File: config.mk
export PLATFORM = sky130hd
export DESIGN_NAME = stream_to_1d_array_packer
export DESIGN_NICKNAME = d
export VERILOG_FILES = /design/src/rtl/stream_to_1d_array_packer.sv
export SDC_FILE = /design/constraint.sdc
export NUM_CORES = 1
export LEC_CHECK = 0
export CORE_MARGIN = 2
export CORE_UTILIZATION = 45
export DETAILED_ROUTE_END_ITERATION = 6
export DONT_BUFFER_PORTS = 1
export GPL_TIMING_DRIVEN = 0
export HOLD_SLACK_MARGIN = 0.15
export PLACE_DENSITY = 0.67
export SYNTH_ARGS = -nofsm -noshare
export SYNTH_HDL_FRONTEND = slang
export SYNTH_SLANG_ARGS = --single-unit
export TNS_END_PERCENT = 20
File: constraint.sdc
create_clock -name clk -period 2.7 [get_ports clk]
set_input_delay 0.135 -clock clk [delete_from_list [all_inputs] [get_ports clk]]
set_output_delay 0.135 -clock clk [all_outputs]
set_load 0.03 [all_outputs]
File: src/rtl/stream_to_1d_array_packer.sv
// Packs BIT_WIDTH-bit stream elements into a COLS-wide word, column 0 at the LSBs,
// and holds the word on a valid/ready output until the consumer takes it.
module stream_to_1d_array_packer #(
  parameter int BIT_WIDTH = 4,
  parameter int COLS      = 8
) (
  input  logic                         clk,
  input  logic                         rst,
  input  logic [BIT_WIDTH-1:0]         in_data,
  input  logic                         in_valid,
  input  logic                         in_last,
  output logic                         in_ready,
  output logic [COLS*BIT_WIDTH-1:0]    out_data,
  output logic [$clog2(COLS+1)-1:0]    out_count,
  output logic                         out_valid,
  input  logic                         out_ready
);

  // state | meaning
  // FILL  | accepting elements into out_data, column idx is next to be written
  // HOLD  | word complete, presented on out_valid until out_ready

  localparam int IW = $clog2(COLS);
  localparam int CW = $clog2(COLS+1);

  typedef enum logic {FILL, HOLD} state_t;

  state_t        state;
  logic [IW-1:0] idx;

  always_ff @(posedge clk) begin
    if (rst) begin
      state     <= FILL;
      idx       <= '0;
      out_data  <= '0;
      out_count <= '0;
      out_valid <= 1'b0;
      in_ready  <= 1'b1;
    end else begin
      case (state)
        FILL: begin
          if (in_valid) begin
            out_data[idx*BIT_WIDTH +: BIT_WIDTH] <= in_data;
            if (idx == IW'(COLS-1) || in_last) begin
              state     <= HOLD;
              out_count <= CW'(idx) + CW'(1);
              idx       <= '0;
              in_ready  <= 1'b0;
              out_valid <= 1'b1;
            end else begin
              idx <= idx + IW'(1);
            end
          end
        end
        HOLD: begin
          // Clearing here keeps columns skipped by an early in_last at zero.
          if (out_ready) begin
            state     <= FILL;
            out_data  <= '0;
            out_count <= '0;
            out_valid <= 1'b0;
            in_ready  <= 1'b1;
          end
        end
        default: state <= FILL;
      endcase
    end
  end

endmodule

==> results.py <==
metrics = {
    "pwr": {
        "swShare_pct": 24.58,
        "peakVddDrop_uv": 264.4,
        "seq_power_share_pct": 57.1,
        "p_int_mw": 0.8660,
        "cellLeakagePower_nw": 0.8497,
        "netSwitchingPower_mw": 0.2822,
        "pwr-share-clk_pct": 34.3,
        "power_density_nw_per_um2": 566.5,
        "totalPowerFinal_mw": 1.148,
        "comb_power_share_pct": 8.5,
    },
    "placement": {
        "dp.cells": 240,
        "gp_routability_congestion": 0.8351,
        "dp_hpwl_microns": 2970,
        "place_area_sq_um": 1874,
        "portBuffers": 0,
        "dp_slack_ns": 0.3355,
    },
    "worst_hold_path": {
        "hold_class": "in2reg",
        "min_from": "out_ready",
        "worstHoldPathCells": 3,
    },
    "sta": {
        "period_share_pct": 89.18,
        "period_minus_slack_ns": 2.408,
        "whs_ns": 0.1782,
        "slew_headroom_pct": 60.14,
        "setup_ws_ns": 0.2922,
        "setup_viol": 0,
        "slew_viol_final": 0,
        "max_freq_mhz": 415.3,
        "fin_worst_skew_ns": 0.006090,
        "fin_tns_setup_ns": 0,
        "finalHoldViolations": 0,
        "worst_pin_slew_ns": 0.5930,
        "rsz0062_at_grt": "no",
    },
    "cells_and_area": {
        "layout-drive-gt1-share_pct": 8.374,
        "area_growth_pct": 11.88,
        "n_antenna_cell": 0,
        "postLayoutCoreUtil_pct": 51.41,
        "final_area_sq_um": 2027,
        "final_cell_count_no_fill": 253,
        "num-nets-final": 218,
    },
    "clock_tree": {
        "clk_pin_slew_ns": 0.07,
        "h-tree-depth": 2,
        "tritoncts": "built",
        "cts_root_buffer": "clkbuf_8",
        "cts_max_path_buffers": 2,
        "cts_buffers": 5,
        "clock_sinks": 42,
        "insertion_delay_ns": 0.29,
    },
    "setup_path": {
        "cp_max_fo": 10,
        "path_class": "reg2reg",
        "worstPathArrival_ns": 2.57,
        "startpoint_type": "flip-flop",
        "worstReg2RegStart": "idx[0]$_SDFFE_PP0P_",
        "cp.required_ns": 2.87,
        "worstRegToRegCells": 7,
        "crit_start": "idx[0]$_SDFFE_PP0P_",
        "r2r_slack_ns": 0.29,
        "end_kind": "flip-flop",
    },
    "run": {
        "cap_violations": 0,
    },
    "global_routing": {
        "track_usage_pct": 19.68,
        "grt_pass1_vias": 1397,
        "overflow": 0,
        "grt_max_degree": 12,
        "grt_first_pass_wirelength_microns": 6513,
        "grt_antenna_before_repair": 0,
    },
    "yosys": {
        "syn_nets": 204,
        "ys_seq_area_share_pct": 46.41,
        "synth_adder_area_share_pct": 3.453,
        "synth-simple-area-share_pct": 24.45,
        "synth_mux_area_share_pct": 16.57,
        "synth_xor_area_share_pct": 0,
        "yosysWarnings": 0,
        "async_flop_share_pct": 0,
        "synth_flop_cell": "dfxtp_1",
        "synth_top_family_by_area": "simple AND/OR/NAND/NOR gates",
        "synth-edff-count": 0,
        "netlist_area_sq_um": 1812,
        "syn_area_per_cell_sq_um": 9.535,
        "synth_compound_area_share_pct": 5.525,
        "synthCells": 190,
        "synth_seq_cells": 42,
        "synth.distinct_cells": 31,
    },
    "die": {
        "dieWidth_microns": 67.45,
        "start_util_pct": 45.95,
        "ioPinCount": 47,
        "core_sq_um": 3943,
        "dieArea_sq_um": 4550,
        "fp.dieH_microns": 67.45,
        "rows": 23,
    },
    "route": {
        "met1_length_microns": 1690,
        "drt_first_pass_iters": 4,
        "met2_length_microns": 2027,
        "drt-total-wl_microns": 4044,
        "dr_total_vias": 1367,
        "initialDrtViolationCount": 38,
        "wl_met3_microns": 279,
        "wl_per_cell_microns": 15.98,
        "drt-vias-per-instance": 5.403,
        "drcViolationCount": 0,
        "drtAntennaViolNets": 0,
        "top_layer_used": "met4",
    },
    "run_status": {
        "status": "completed",
    },
}
[worst paths after layout]
path                                                  end
worst min-delay path               out_valid$_SDFFE_PP0P_
worst min register to register        idx[2]$_SDFFE_PP0P_
worst max-delay path            out_data[24]$_SDFFE_PP0P_
worst max register to register  out_data[24]$_SDFFE_PP0P_
[layout make-up]
class                           count  area (sq um)
Inverter                            4         15.01
Tap cell                           50         62.56
Clock buffer                        6         82.58
Sequential cell                    42         840.8
Multi-Input combinational cell    133         905.9
Timing Repair Buffer                7         70.07
Buffer                             11         50.05
Fill cell                         355          1916
[per-layer routing]
metal / track usage, % / up-vias
met2: 32.80 / 28
met3: 7.833 / 4
li1: - / 686
met4: 9.439 / 0
met5: 0 / -
met1: 21.83 / 649
[synthesized netlist by cell type, types with 2 or more instances]
| cell type | n | area share (%) |
|---|---|---|
| nand3_1 | 9 | 2.5 |
| a21oi_1 | 10 | 2.8 |
| nand2b_1 | 7 | 2.4 |
| o211ai_1 | 4 | 1.7 |
| mux2i_1 | 30 | 17 |
| ha_1 | 5 | 3.5 |
| nand3b_1 | 5 | 2.1 |
| nand2_1 | 40 | 8.3 |
| or3_1 | 3 | 1.0 |
| nor2b_1 | 2 | 0.69 |
| nor4b_1 | 2 | 0.97 |
| buf_2 | 4 | 1.1 |
| clkbuf_1 | 5 | 1.0 |
| o22ai_1 | 2 | 0.69 |
| or2_2 | 2 | 0.69 |
| inv_1 | 4 | 0.83 |
| dfxtp_1 | 42 | 46 |
[registers in the layout, summed over array words and instances (netlist names)]
name / count
idx: 3
in_ready: 1
out_count: 4
out_data: 32
out_valid: 1
state: 1
[logic make-up (layout without fill, tap and decap cells)]
family                     after synthesis  after routing
muxes                                   30             30
and+or+nand+nor                         81             81
DFF                                     42             42
adders and majority gates                5              5
buffers and inverters                   15             28
AOI/OAI and AO/OA                       17             17
[power by group through the flow]
stage                     combinational (mW)  sequential [mW]  clock [mW]
final                                 0.0978            0.656       0.394
after global routing                   0.109            0.657       0.422
after CTS                             0.0974            0.656       0.402
after detailed placement              0.0887            0.670           0
after global placement                0.0845            0.670           0
after floorplan                       0.0697            0.667           0
[cells in the final DEF (no fill, tap or decap), types with 2 or more instances in the layout]
cell type	count
dfxtp_1	42
nand2_1	40
mux2i_1	30
a21oi_1	10
nand3_1	9
nand2b_1	7
dlygate4sd3_1	7
clkbuf_8	6
clkbuf_1	5
nand3b_1	5
ha_1	5
inv_1	4
buf_2	4
o211ai_1	4
or3_1	3
o22ai_1	2
or2_2	2
nor2b_1	2
nor4b_1	2
[worst max-delay path: stages, from the launching register on]
cell and delay (ns):
dfxtp_1 0.44, buf_4 0.20, inv_1 0.08, ha_1 0.22, ha_1 0.37, nor4b_1 0.42
nand4b_1 0.34, mux2i_1 0.20
[timing repair]
action                                 in CTS  in global routing
setup buffers                               0                  0
gates resized for setup                     0                  0
endpoints found under the hold margin      12                  0
hold buffers                                7                  0
setup endpoints to repair                   0                  0
Power figures use the tool's default switching activity.
